<file path="config.mk">
export PLATFORM = sky130hd
export DESIGN_NAME = sid_voice_synth
export DESIGN_NICKNAME = d
export VERILOG_FILES = /design/src/rtl/sid_voice_synth.sv
export SDC_FILE = /design/constraint.sdc
export NUM_CORES = 2
export LEC_CHECK = 0
export CAP_MARGIN = 10
export CORE_UTILIZATION = 50
export DETAILED_ROUTE_END_ITERATION = 6
export PLACE_DENSITY = 0.66
export REMOVE_ABC_BUFFERS = 1
export SLEW_MARGIN = 40
export SYNTH_ARGS = -nofsm -noshare
export SYNTH_HDL_FRONTEND = slang
export SYNTH_SLANG_ARGS = --single-unit
</file>
<file path="constraint.sdc">
create_clock -name clk -period 12.8 [get_ports clk]
set_input_delay 1.92 -clock clk [delete_from_list [all_inputs] [get_ports clk]]
set_output_delay 1.92 -clock clk [all_outputs]
set_load 0.005 [all_outputs]
</file>
<file path="src/rtl/sid_voice_synth.sv">
// sid_voice_synth: three-voice SID-style synthesizer core.
// Contains the register file, three 24-bit phase accumulators with noise LFSRs,
// linear ADSR envelopes and a volume-scaled mixer. There is no analog filter.
// Optional feature macro: SID_READBACK_EN adds a registered rdata port
// that exposes OSC3 at 0x1B and ENV3 at 0x1C.
module sid_voice_synth #(
  parameter logic [22:0] NOISE_SEED = 23'h7FFFF8
) (
  input  logic        clk,
  input  logic        rst,
  input  logic        clk_en,
  input  logic [4:0]  addr,
  input  logic [7:0]  data,
  input  logic        n_cs,
  input  logic        rw,
  output logic [15:0] audio_out
`ifdef SID_READBACK_EN
  ,
  output logic [7:0]  rdata
`endif
);

  localparam logic [1:0] ST_ATTACK  = 2'd0;
  localparam logic [1:0] ST_DECAY   = 2'd1;
  localparam logic [1:0] ST_RELEASE = 2'd2;

  // Envelope step period, in clk_en ticks, for a 4-bit rate code.
  function automatic logic [14:0] rate_period(input logic [3:0] rate);
    logic [14:0] p;
    case (rate)
      4'd0:    p = 15'd9;
      4'd1:    p = 15'd32;
      4'd2:    p = 15'd63;
      4'd3:    p = 15'd95;
      4'd4:    p = 15'd149;
      4'd5:    p = 15'd220;
      4'd6:    p = 15'd267;
      4'd7:    p = 15'd313;
      4'd8:    p = 15'd392;
      4'd9:    p = 15'd977;
      4'd10:   p = 15'd1954;
      4'd11:   p = 15'd3126;
      4'd12:   p = 15'd3907;
      4'd13:   p = 15'd11720;
      4'd14:   p = 15'd19532;
      default: p = 15'd31251;
    endcase
    return p;
  endfunction

  logic [7:0]  regs_q [25];
  logic        acc_msb [3];
  logic        acc_rise [3];
  logic [11:0] voice_v [3];
`ifdef SID_READBACK_EN
  logic [11:0] wave_out [3];
  logic [7:0]  env_out [3];
`endif

  // Register file: CPU writes land on any clock, independent of clk_en; 0x19-0x1F have no storage.
  always_ff @(posedge clk) begin
    if (rst) begin
      for (int i = 0; i < 25; i++) regs_q[i] <= 8'd0;
    end else if (!n_cs && !rw && addr <= 5'h18) begin
      regs_q[addr] <= data;
    end
  end

  genvar gi;
  generate
    for (gi = 0; gi < 3; gi++) begin : g_voice
      localparam int B   = 7 * gi;
      localparam int SRC = (gi + 2) % 3;

      logic [15:0] freq;
      logic [11:0] pw;
      logic [7:0]  ctrl, ad, sr;
      assign freq = {regs_q[B+1], regs_q[B]};
      assign pw   = {regs_q[B+3][3:0], regs_q[B+2]};
      assign ctrl = regs_q[B+4];
      assign ad   = regs_q[B+5];
      assign sr   = regs_q[B+6];

      // ---------------- oscillator ----------------
      logic [23:0] acc_q, acc_d, acc_sum;
      logic [22:0] lfsr_q, lfsr_d;

      // Free-running phase sum; TEST pins the accumulator at zero.
      always_comb begin
        acc_sum = ctrl[3] ? 24'd0 : acc_q + {8'd0, freq};
      end

      assign acc_msb[gi]  = acc_q[23];
      assign acc_rise[gi] = ~acc_q[23] & acc_sum[23];

      // Hard sync clears this voice when the source MSB rises in the same tick.
      always_comb begin
        acc_d = (ctrl[1] && acc_rise[SRC]) ? 24'd0 : acc_sum;
      end

      // Noise LFSR clocks on a rising accumulator bit 19; TEST reloads the seed.
      always_comb begin
        lfsr_d = lfsr_q;
        if (ctrl[3])
          lfsr_d = NOISE_SEED;
        else if (!acc_q[19] && acc_d[19])
          lfsr_d = {lfsr_q[21:0], lfsr_q[22] ^ lfsr_q[17]};
      end

      // Oscillator state advances on the clk_en strobe only.
      always_ff @(posedge clk) begin
        if (rst) begin
          acc_q  <= 24'd0;
          lfsr_q <= NOISE_SEED;
        end else if (clk_en) begin
          acc_q  <= acc_d;
          lfsr_q <= lfsr_d;
        end
      end

      // ---------------- waveform ----------------
      logic        tri_m;
      logic [11:0] tri_w, saw_w, pulse_w, noise_w, wave_sel;
      assign tri_m   = acc_q[23] ^ (ctrl[2] & acc_msb[SRC]);
      assign tri_w   = {tri_m ? ~acc_q[22:12] : acc_q[22:12], 1'b0};
      assign saw_w   = acc_q[23:12];
      assign pulse_w = (acc_q[23:12] >= pw) ? 12'hFFF : 12'h000;
      assign noise_w = {lfsr_q[22], lfsr_q[20], lfsr_q[16], lfsr_q[13],
                        lfsr_q[11], lfsr_q[7], lfsr_q[4], lfsr_q[2], 4'b0000};

      // Selected waveforms combine by AND; no selection gives silence.
      always_comb begin
        wave_sel = 12'hFFF;
        if (ctrl[4]) wave_sel = wave_sel & tri_w;
        if (ctrl[5]) wave_sel = wave_sel & saw_w;
        if (ctrl[6]) wave_sel = wave_sel & pulse_w;
        if (ctrl[7]) wave_sel = wave_sel & noise_w;
        if (ctrl[7:4] == 4'd0) wave_sel = 12'd0;
      end

      // ---------------- envelope ----------------
      logic [1:0]  st_q, st_d;
      logic [7:0]  env_q, env_d;
      logic [14:0] pre_q, pre_d, pre_inc, period;
      logic [3:0]  rate;
      logic        gate_q, tick;

      always_comb begin
        case (st_q)
          ST_ATTACK: rate = ad[7:4];
          ST_DECAY:  rate = ad[3:0];
          default:   rate = sr[3:0];
        endcase
      end
      assign period  = rate_period(rate);
      assign pre_inc = pre_q + 15'd1;
      assign tick    = (pre_inc >= period);

      // Envelope next state: gate edges override any pending step.
      always_comb begin
        st_d  = st_q;
        env_d = env_q;
        pre_d = tick ? 15'd0 : pre_inc;
        if (ctrl[0] && !gate_q) begin
          st_d  = ST_ATTACK;
          pre_d = 15'd0;
        end else if (!ctrl[0] && gate_q) begin
          st_d = ST_RELEASE;
        end else if (tick) begin
          case (st_q)
            ST_ATTACK: begin
              if (env_q == 8'hFF) begin
                st_d = ST_DECAY;
              end else begin
                env_d = env_q + 8'd1;
                if (env_q == 8'hFE) st_d = ST_DECAY;
              end
            end
            ST_DECAY: begin
              if (env_q > {sr[7:4], sr[7:4]}) env_d = env_q - 8'd1;
            end
            default: begin
              if (env_q != 8'd0) env_d = env_q - 8'd1;
            end
          endcase
        end
      end

      // Envelope registers advance on clk_en; the gate is sampled at the same rate.
      always_ff @(posedge clk) begin
        if (rst) begin
          st_q   <= ST_RELEASE;
          env_q  <= 8'd0;
          pre_q  <= 15'd0;
          gate_q <= 1'b0;
        end else if (clk_en) begin
          st_q   <= st_d;
          env_q  <= env_d;
          pre_q  <= pre_d;
          gate_q <= ctrl[0];
        end
      end

      // ---------------- voice amplitude ----------------
      logic [19:0] prod;
      logic        unused_prod;
      assign prod        = {8'd0, wave_sel} * {12'd0, env_q};
      assign voice_v[gi] = prod[19:8];
      assign unused_prod = ^prod[7:0];

`ifdef SID_READBACK_EN
      assign wave_out[gi] = wave_sel;
      assign env_out[gi]  = env_q;
`endif
    end
  endgenerate

  // ---------------- mixer ----------------
  logic [13:0] voice_sum;
  logic [17:0] mix_scaled;
  logic        unused_bits;

  always_comb begin
    voice_sum  = {2'b00, voice_v[0]} + {2'b00, voice_v[1]} + {2'b00, voice_v[2]};
    mix_scaled = {4'd0, voice_sum} * {14'd0, regs_q[24][3:0]};
  end

  assign unused_bits = ^{regs_q[21], regs_q[22], regs_q[23], regs_q[3][7:4],
                         regs_q[10][7:4], regs_q[17][7:4], regs_q[24][7:4], mix_scaled[1:0]};

  // Output sample register, updated every clock.
  always_ff @(posedge clk) begin
    if (rst) audio_out <= 16'd0;
    else     audio_out <= mix_scaled[17:2];
  end

`ifdef SID_READBACK_EN
  // Read port: one-clock registered response; only OSC3 and ENV3 are visible.
  always_ff @(posedge clk) begin
    if (rst) begin
      rdata <= 8'd0;
    end else if (!n_cs && rw) begin
      case (addr)
        5'h1B:   rdata <= wave_out[2][11:4];
        5'h1C:   rdata <= env_out[2];
        default: rdata <= 8'd0;
      endcase
    end
  end
`endif

endmodule

</file>
### Word-level counts from Yosys, hierarchy flattened

Memories as Yosys holds them, arrays and structs flattened.
Index checks and enable logic that the tools add are counted.

| word-level totals | value |
|---|---|
| memory bits (writable) | 200 |
| output and inout port bits | 16 |
| bits in read-only memories | 720 |
| bits of input ports | 18 |
| logic and storage cells | 238 |
| memories | 4 |
| flip-flop bits (word level) | 235 |
| bits in latches | 0 |

| cells by class | value |
|---|---|
| bitwise logic cells | 33 |
| multiply operators | 4 |
| equality and inequality tests | 15 |
| div/mod/pow operators | 0 |
| shift-type cells | 0 |
| reduce and logical (&&, ||, !) cells | 59 |
| magnitude comparators | 10 |
| add/sub/neg operators | 14 |
| muxes and demuxes | 80 |

Memories:

| name | depth | width | read ports | clocked after memory_dff | write ports | RTL line | text |
|---|---|---|---|---|---|---|---|
| (name not given) | 16 | 15 | 1 | 0 | 0 | 30 | `case (rate)` |
| (name not given) | 16 | 15 | 1 | 0 | 0 | 30 |  |
| (name not given) | 16 | 15 | 1 | 0 | 0 | 30 |  |
| regs_q | 25 | 8 | 22 | 0 | 25 | 51 | `logic [7:0] regs_q [25];` |

Operators with widths:

| cell | number |
|---|---|
| $mux W12 | 18 |
| $mux W24 | 6 |
| $mux W23 | 6 |
| $and A12 B12 Y12 | 9 |
| $mux W15 | 6 |
| $mux W8 | 10 |
| $add A24 B16 Y24 | 3 |
| $mul A12 B8 Y20 | 3 |
| $eq A8 B8 Y1 const B | 6 |
| $pmux W8 S2 | 3 |
| $add A15 B1 Y15 const B | 3 |
| $ge A15 B15 Y1 | 3 |
| $ge A12 B12 Y1 | 3 |
| $mux W2 | 18 |
| $mux W11 | 3 |
| $not A11 Y11 | 3 |
| $reduce_bool A3 Y1 | 9 |
| $add A8 B1 Y8 const B | 3 |
| $gt A8 B8 Y1 | 3 |
| $pmux W4 S2 | 3 |
| $reduce_bool A8 Y1 | 3 |
| $sub A8 B1 Y8 const B | 3 |
| $reduce_and A7 Y1 | 3 |
| $mul A14 B4 Y18 | 1 |
| 19 further kinds | 84 |

### Logic depth before layout (Yosys ltp)

An unclocked memory read counts as a cell.

| depth | value |
|---|---|
| depth in word-level cells | 16 |
| depth in mapped cells | 52 |
| gate-level depth less buffers | 52 |

### Least setup slack after synthesis

Ideal clock, no wire load.

| timing path | value |
|---|---|
| path type | reg-to-reg |
| start point | reg g_voice[2].acc_q[19] |
| end point | reg audio_out[15] |
| data arrival time | 10.366 ns |
| clock period less this slack | 10.488 ns |
| setup time | 0.122 ns |
| required time | 12.678 ns |
| slack | 2.312 ns |
| buffers on the path | 0 |
| stages on the path, launching flop included | 46 |
| path through | dfxtp_1 > ha_1 > nand2_1 > nor3_1 > a21oi_1 > o21ai_0 > a21oi_1 > or3_1 > a221oi_1 > nand2_1 > fa_1 > fa_1 > fa_1 > inv_1 > fa_1 > ha_1 > and3_1 > o2111ai_1 > (+10 left out) > a21boi_0 > o21ai_0 > a21boi_0 > o21ai_0 > a21boi_0 > nor2_1 > and2_1 > fa_1 > inv_1 > fa_1 > inv_1 > ha_1 > nand3_1 > o31ai_1 > o211ai_1 > o21ai_0 > a21oi_1 > a311o_1 |

| on the way | value |
|---|---|
| word-level cells in the longest chain between the ends | 13 |
| elaborated cells on any way between the ends | 15 |
| classes of those cells | 1 x add/sub; 2 x mul; 1 x order compare; 7 x mux; 4 x bitwise |

Ends and longest elaborated chain:

| what | RTL line | text |
|---|---|---|
| start, declared | 85 | `logic [23:0] acc_q, acc_d, acc_sum;` |
| start signal, assigned | 113 | `acc_q <= 24'd0;` |
| start signal, assigned | 116 | `acc_q <= acc_d;` |
| parallel branches: the longest is 6 deep, another holds $ge A12 B12 Y1 | - |  |
| $mux W12 (*) | 136 | `if (ctrl[6]) wave_sel = wave_sel & pulse_w;` |
| $and A12 B12 Y12 | 137 | `if (ctrl[7]) wave_sel = wave_sel & noise_w;` |
| $mux W12 (*) | 137 |  |
| $mux W12 (*) | 138 | `if (ctrl[7:4] == 4'd0) wave_sel = 12'd0;` |
| $mul A12 B8 Y20 (*) | 207 | `assign prod = {8'd0, wave_sel} * {12'd0, env_q};` |
| $add A13 B12 Y14 (*) | 224 | `voice_sum = {2'b00, voice_v[0]} + {2'b00, voice_v[1]} + {2'b00, voice_v[2]};` |
| $mul A14 B4 Y18 (*) | 225 | `mix_scaled = {4'd0, voice_sum} * {14'd0, regs_q[24][3:0]};` |
| end signal, assigned | 234 | `else audio_out <= mix_scaled[17:2];` |
| end, declared | 16 | `output logic [15:0] audio_out` |

Mark *: on every way between the ends.
A chain may end at the register's enable or synchronous reset.

### Worst setup path after layout

| timing path | value |
|---|---|
| start point | reg g_voice[1].acc_q[12] |
| end point | reg audio_out[15] |

| on the way | value |
|---|---|
| word-level cells in the longest chain between the ends | 14 |
| elaborated cells on any way between the ends | 16 |
| classes of those cells | 2 x add/sub; 2 x mul; 1 x order compare; 7 x mux; 4 x bitwise |

Ends and longest elaborated chain:

| what | RTL line |
|---|---|
| start, declared | 85 |
| start signal, assigned | 113 |
| start signal, assigned | 116 |
| parallel branches: the longest is 6 deep, another holds $ge A12 B12 Y1 | - |
| $mux W12 (*) | 136 |
| $and A12 B12 Y12 | 137 |
| $mux W12 (*) | 137 |
| $mux W12 (*) | 138 |
| $mul A12 B8 Y20 (*) | 207 |
| $add A12 B12 Y13 (*) | 224 |
| $add A13 B12 Y14 (*) | 224 |
| $mul A14 B4 Y18 (*) | 225 |

Marked as above.

==> impl_metrics.csv <==
group,metric,value,unit
logic_synthesis,netlist_area,34200,sq um
clock_tree,cts_tree,"done",
power,p_leak,16.5,nW
worst_setup_path,r2r_slack,1130,ps
sta,tightestPinTransition,817,ps
run,maxCapViolCount,0,
global_routing,grt_pass1_wl,135,mm
place,placedCellCount,4662,
drt,first_iter_violations,1737,
place,port_buffers,33,
cells_and_area,area_growth,8.66,%
clock_tree,insertion_delay,620,ps
place,place.gp.congestion,0.873,
sta,finalSetupViolCount,0,
worst_setup_path,reg2reg_depth,47,
cells_and_area,final_cells,4754,
place,dp_hpwl,59.3,mm
logic_synthesis,synth_top_area_share,14.1,%
power,switchingPower,0.867,mW
hold_path,holdPathStages,2,
power,switching_share,27.2,%
power,power,3.18,mW
power,combPwrFrac,12.6,%
floorplanning,ios,34,
clock_tree,h-tree-depth,2,
sta,fin_skew,67.1,ps
worst_setup_path,required,13240,ps
sta,drv_slew,0,
logic_synthesis,synth_most_common_cell,"inv_1",
sta,final_hold_viol_count,0,
power,ir_worst_vdd,0.115,mV
logic_synthesis,yosys-top-cells-area,"edfxtp_1 14%, dfxtp_1 14%, fa_1 13%",
global_routing,grt_pass1_vias,25800,
sta,relSlewSlack,45.6,%
worst_setup_path,worstPathMaxFanout,7,
logic_synthesis,synth_ff_type,"dfxtp_1",
cells_and_area,layout.nets,4426,
drt,remaining_drc_errors,0,
drt,drt-pass1-iter-count,5,
sta,finalSetupTns,0,ps
logic_synthesis,netlist_top_cells_count,"400 x inv_1, 362 x and2_1, 347 x ha_1",
floorplanning,die_w,263,um
clock_tree,cts_buffer_depth,3,
logic_synthesis,syn_inst,3855,
floorplanning,dieArea,69400,sq um
clock_tree,postCtsSetupBuffers,0,
logic_synthesis,synth_edf_count,160,
worst_setup_path,cp-startpoint,"g_voice[1].acc_q[12]",
drt,vias,26500,
drt,drt-total-wl,82.4,mm
drt,viasPerCell,5.58,
logic_synthesis,ys_seq_area_share,27.8,%
global_routing,gr-usage-met2,38.7,%
hold_path,worstHoldPathType,"reg -> reg",
logic_synthesis,async_flop_share,0,%
cells_and_area,fill_cells,6073,
global_routing,use_met1,32.6,%
drt,wl_per_cell,17.3,um
run_status,outcome,"finished clean",
logic_synthesis,ys_types,85,
global_routing,use_met3,3.56,%
floorplanning,row_count,95,
worst_setup_path,critical_path_buf_inv_count,7,
cells_and_area,drive_gt1_share,5.39,%
clock_tree,clk_pin_slew,70,ps
worst_setup_path,critical-path-top-delay-family,"compound AO/OA/AOI/OAI gates",
global_routing,track_usage,23.9,%
sta,hold_ws,456,ps
sta,layout_min_cycle_time,11670,ps
logic_synthesis,ys_seq_elements,395,
clock_tree,root_buffer,"clkbuf_16",
sta,post-route-period-util,91.1,%
sta,fin_ws,1130,ps
power,clkPwrFrac,43.9,%
clock_tree,cts_buffers,48,
worst_setup_path,max_stage_delay,570,ps
power,sequentialPowerShare,43.4,%
worst_setup_path,cp_data_arrival_time,12100,ps
place,place_ws,1030,ps
sta,rsz0062_at_grt,"false",
worst_setup_path,end_kind,"flip-flop",
global_routing,gr-total-overflow,0,
logic_synthesis,ys_warn_count,0,
drt,ant_nets,0,
logic_synthesis,avgSynthCellArea,8.86,sq um
clock_tree,clock_sinks,395,
hold_path,hold_path_startpoint,"g_voice[1].lfsr_q[1]",
worst_setup_path,path_class,"reg -> reg",
floorplanning,initial_core_util,50.7,%
global_routing,grt_antenna_before_repair,5,
logic_synthesis,yosys.area.top_type,"edfxtp_1",
hold_path,min_to,"g_voice[1].lfsr_q[2]",
sta,max_freq,0.0857,GHz
global_routing,grt_max_degree,68,
worst_setup_path,cp-start-kind,"flip-flop",
global_routing,grt-busiest-layer,"met2",
worst_setup_path,crit_path_top_delay_cell,"o31ai_1",
power,p_int,2.32,mW
floorplanning,dieHeight,263,um
power,powerDensity,85.8,nW/um^2
worst_setup_path,reg2reg_to,"audio_out[15]",
floorplanning,fp.coreArea,67400,sq um
worst_setup_path,rr_startpoint,"g_voice[1].acc_q[12]",
worst_setup_path,crit_path_frequent_cell,"inv_1",
-- through the flow --
step	util, %	area [sq um]
2_1_floorplan	-	33500
3_3_place_gp	52.5	35400
3_5_place_dp	52.6	35400
4_1_cts	55.0	37100
5_1_grt	55.1	37100
6_report	55.1	37100
-- area by class of cell --
type | instances | area, sq um | area share, %
Timing Repair Buffer | 98 | 791 | 2.13
Sequential cell | 395 | 9510 | 25.6
Tap cell | 873 | 1090 | 2.94
Clock inverter | 28 | 310 | 0.836
Inverter | 403 | 1510 | 4.08
Antenna cell | 1 | 2.50 | 0.00674
Multi-Input combinational cell | 2895 | 22600 | 60.8
Clock buffer | 61 | 1320 | 3.56
-- state kept, by name, indices dropped and copies added, names as in the netlist --
register and cells:
audio_out 16, g_voice.gate_q 3, regs_q 160, g_voice.lfsr_q 69, g_voice.env_q 24, g_voice.acc_q 72, g_voice.st_q 6, g_voice.pre_q 45
-- cells in the final DEF (no fill, tap or decap), types with 95 or more instances in the layout --
| cell | n |
|---|---|
| edfxtp_1 | 160 |
| nor2_1 | 287 |
| a21oi_1 | 202 |
| o21ai_0 | 120 |
| inv_1 | 399 |
| and2_1 | 362 |
| dfxtp_1 | 235 |
| xnor2_1 | 110 |
| ha_1 | 347 |
| nor3_1 | 95 |
| fa_1 | 220 |
| nand3_1 | 104 |
| nand2_1 | 308 |
-- kinds of logic after synthesis --
family	count (synthesis)	share of synthesized area, %
and+or+nand+nor	1376	20.5
AOI/OAI and AO/OA	720	13.6
adders and majority gates	567	25.6
buffers and inverters	565	6.30
DFF	395	27.8
xor gates and xnor gates	197	5.11
muxes	35	1.03
-- worst register-to-register path, delay by kind of cell (launching register included) --
kind | cells | cell delay [ps]
buffers and inverters | 7 | 400
flip-flops | 1 | 370
AND/OR/NAND/NOR | 10 | 1550
AO/OA/AOI/OAI | 17 | 4730
adder cells (fa/ha/maj) | 12 | 4260
XOR/XNOR | 1 | 180
-- timing repair --
item,in CTS,in global routing
setup endpoints to repair,0,1
gates resized for setup,0,1
hold buffers,0,0
-- power groups by stage --
| stage | Sequential (mW) | Clock [mW] | Combinational [mW] |
|---|---|---|---|
| 3_3_place_gp | 1.41 | 0 | 0.392 |
| 3_5_place_dp | 1.41 | 0 | 0.397 |
| 2_1_floorplan | 1.40 | 0 | 0.270 |
| 6_report | 1.38 | 1.40 | 0.403 |
| 5_1_grt | 1.39 | 1.47 | 0.452 |
| 4_1_cts | 1.38 | 1.43 | 0.400 |
-- how the worst max path moves through the flow --
stage	to	depth (start not counted)	slack (ps)
after detailed placement	audio_out[15]	47	1030
after floorplan	audio_out[15]	45	2310
after global routing	audio_out[15]	49	50
after global placement	audio_out[15]	45	1240
final	audio_out[15]	47	1130
after CTS	audio_out[15]	47	940
-- metal layers --
metal	part of all wire (%)	vias up
li1	-	13100
met1	46	12600
met2	45	690
met3	6.2	151
met4	2.9	0
met5	0	-
No activity file was read; power rests on OpenSTA's default activity.
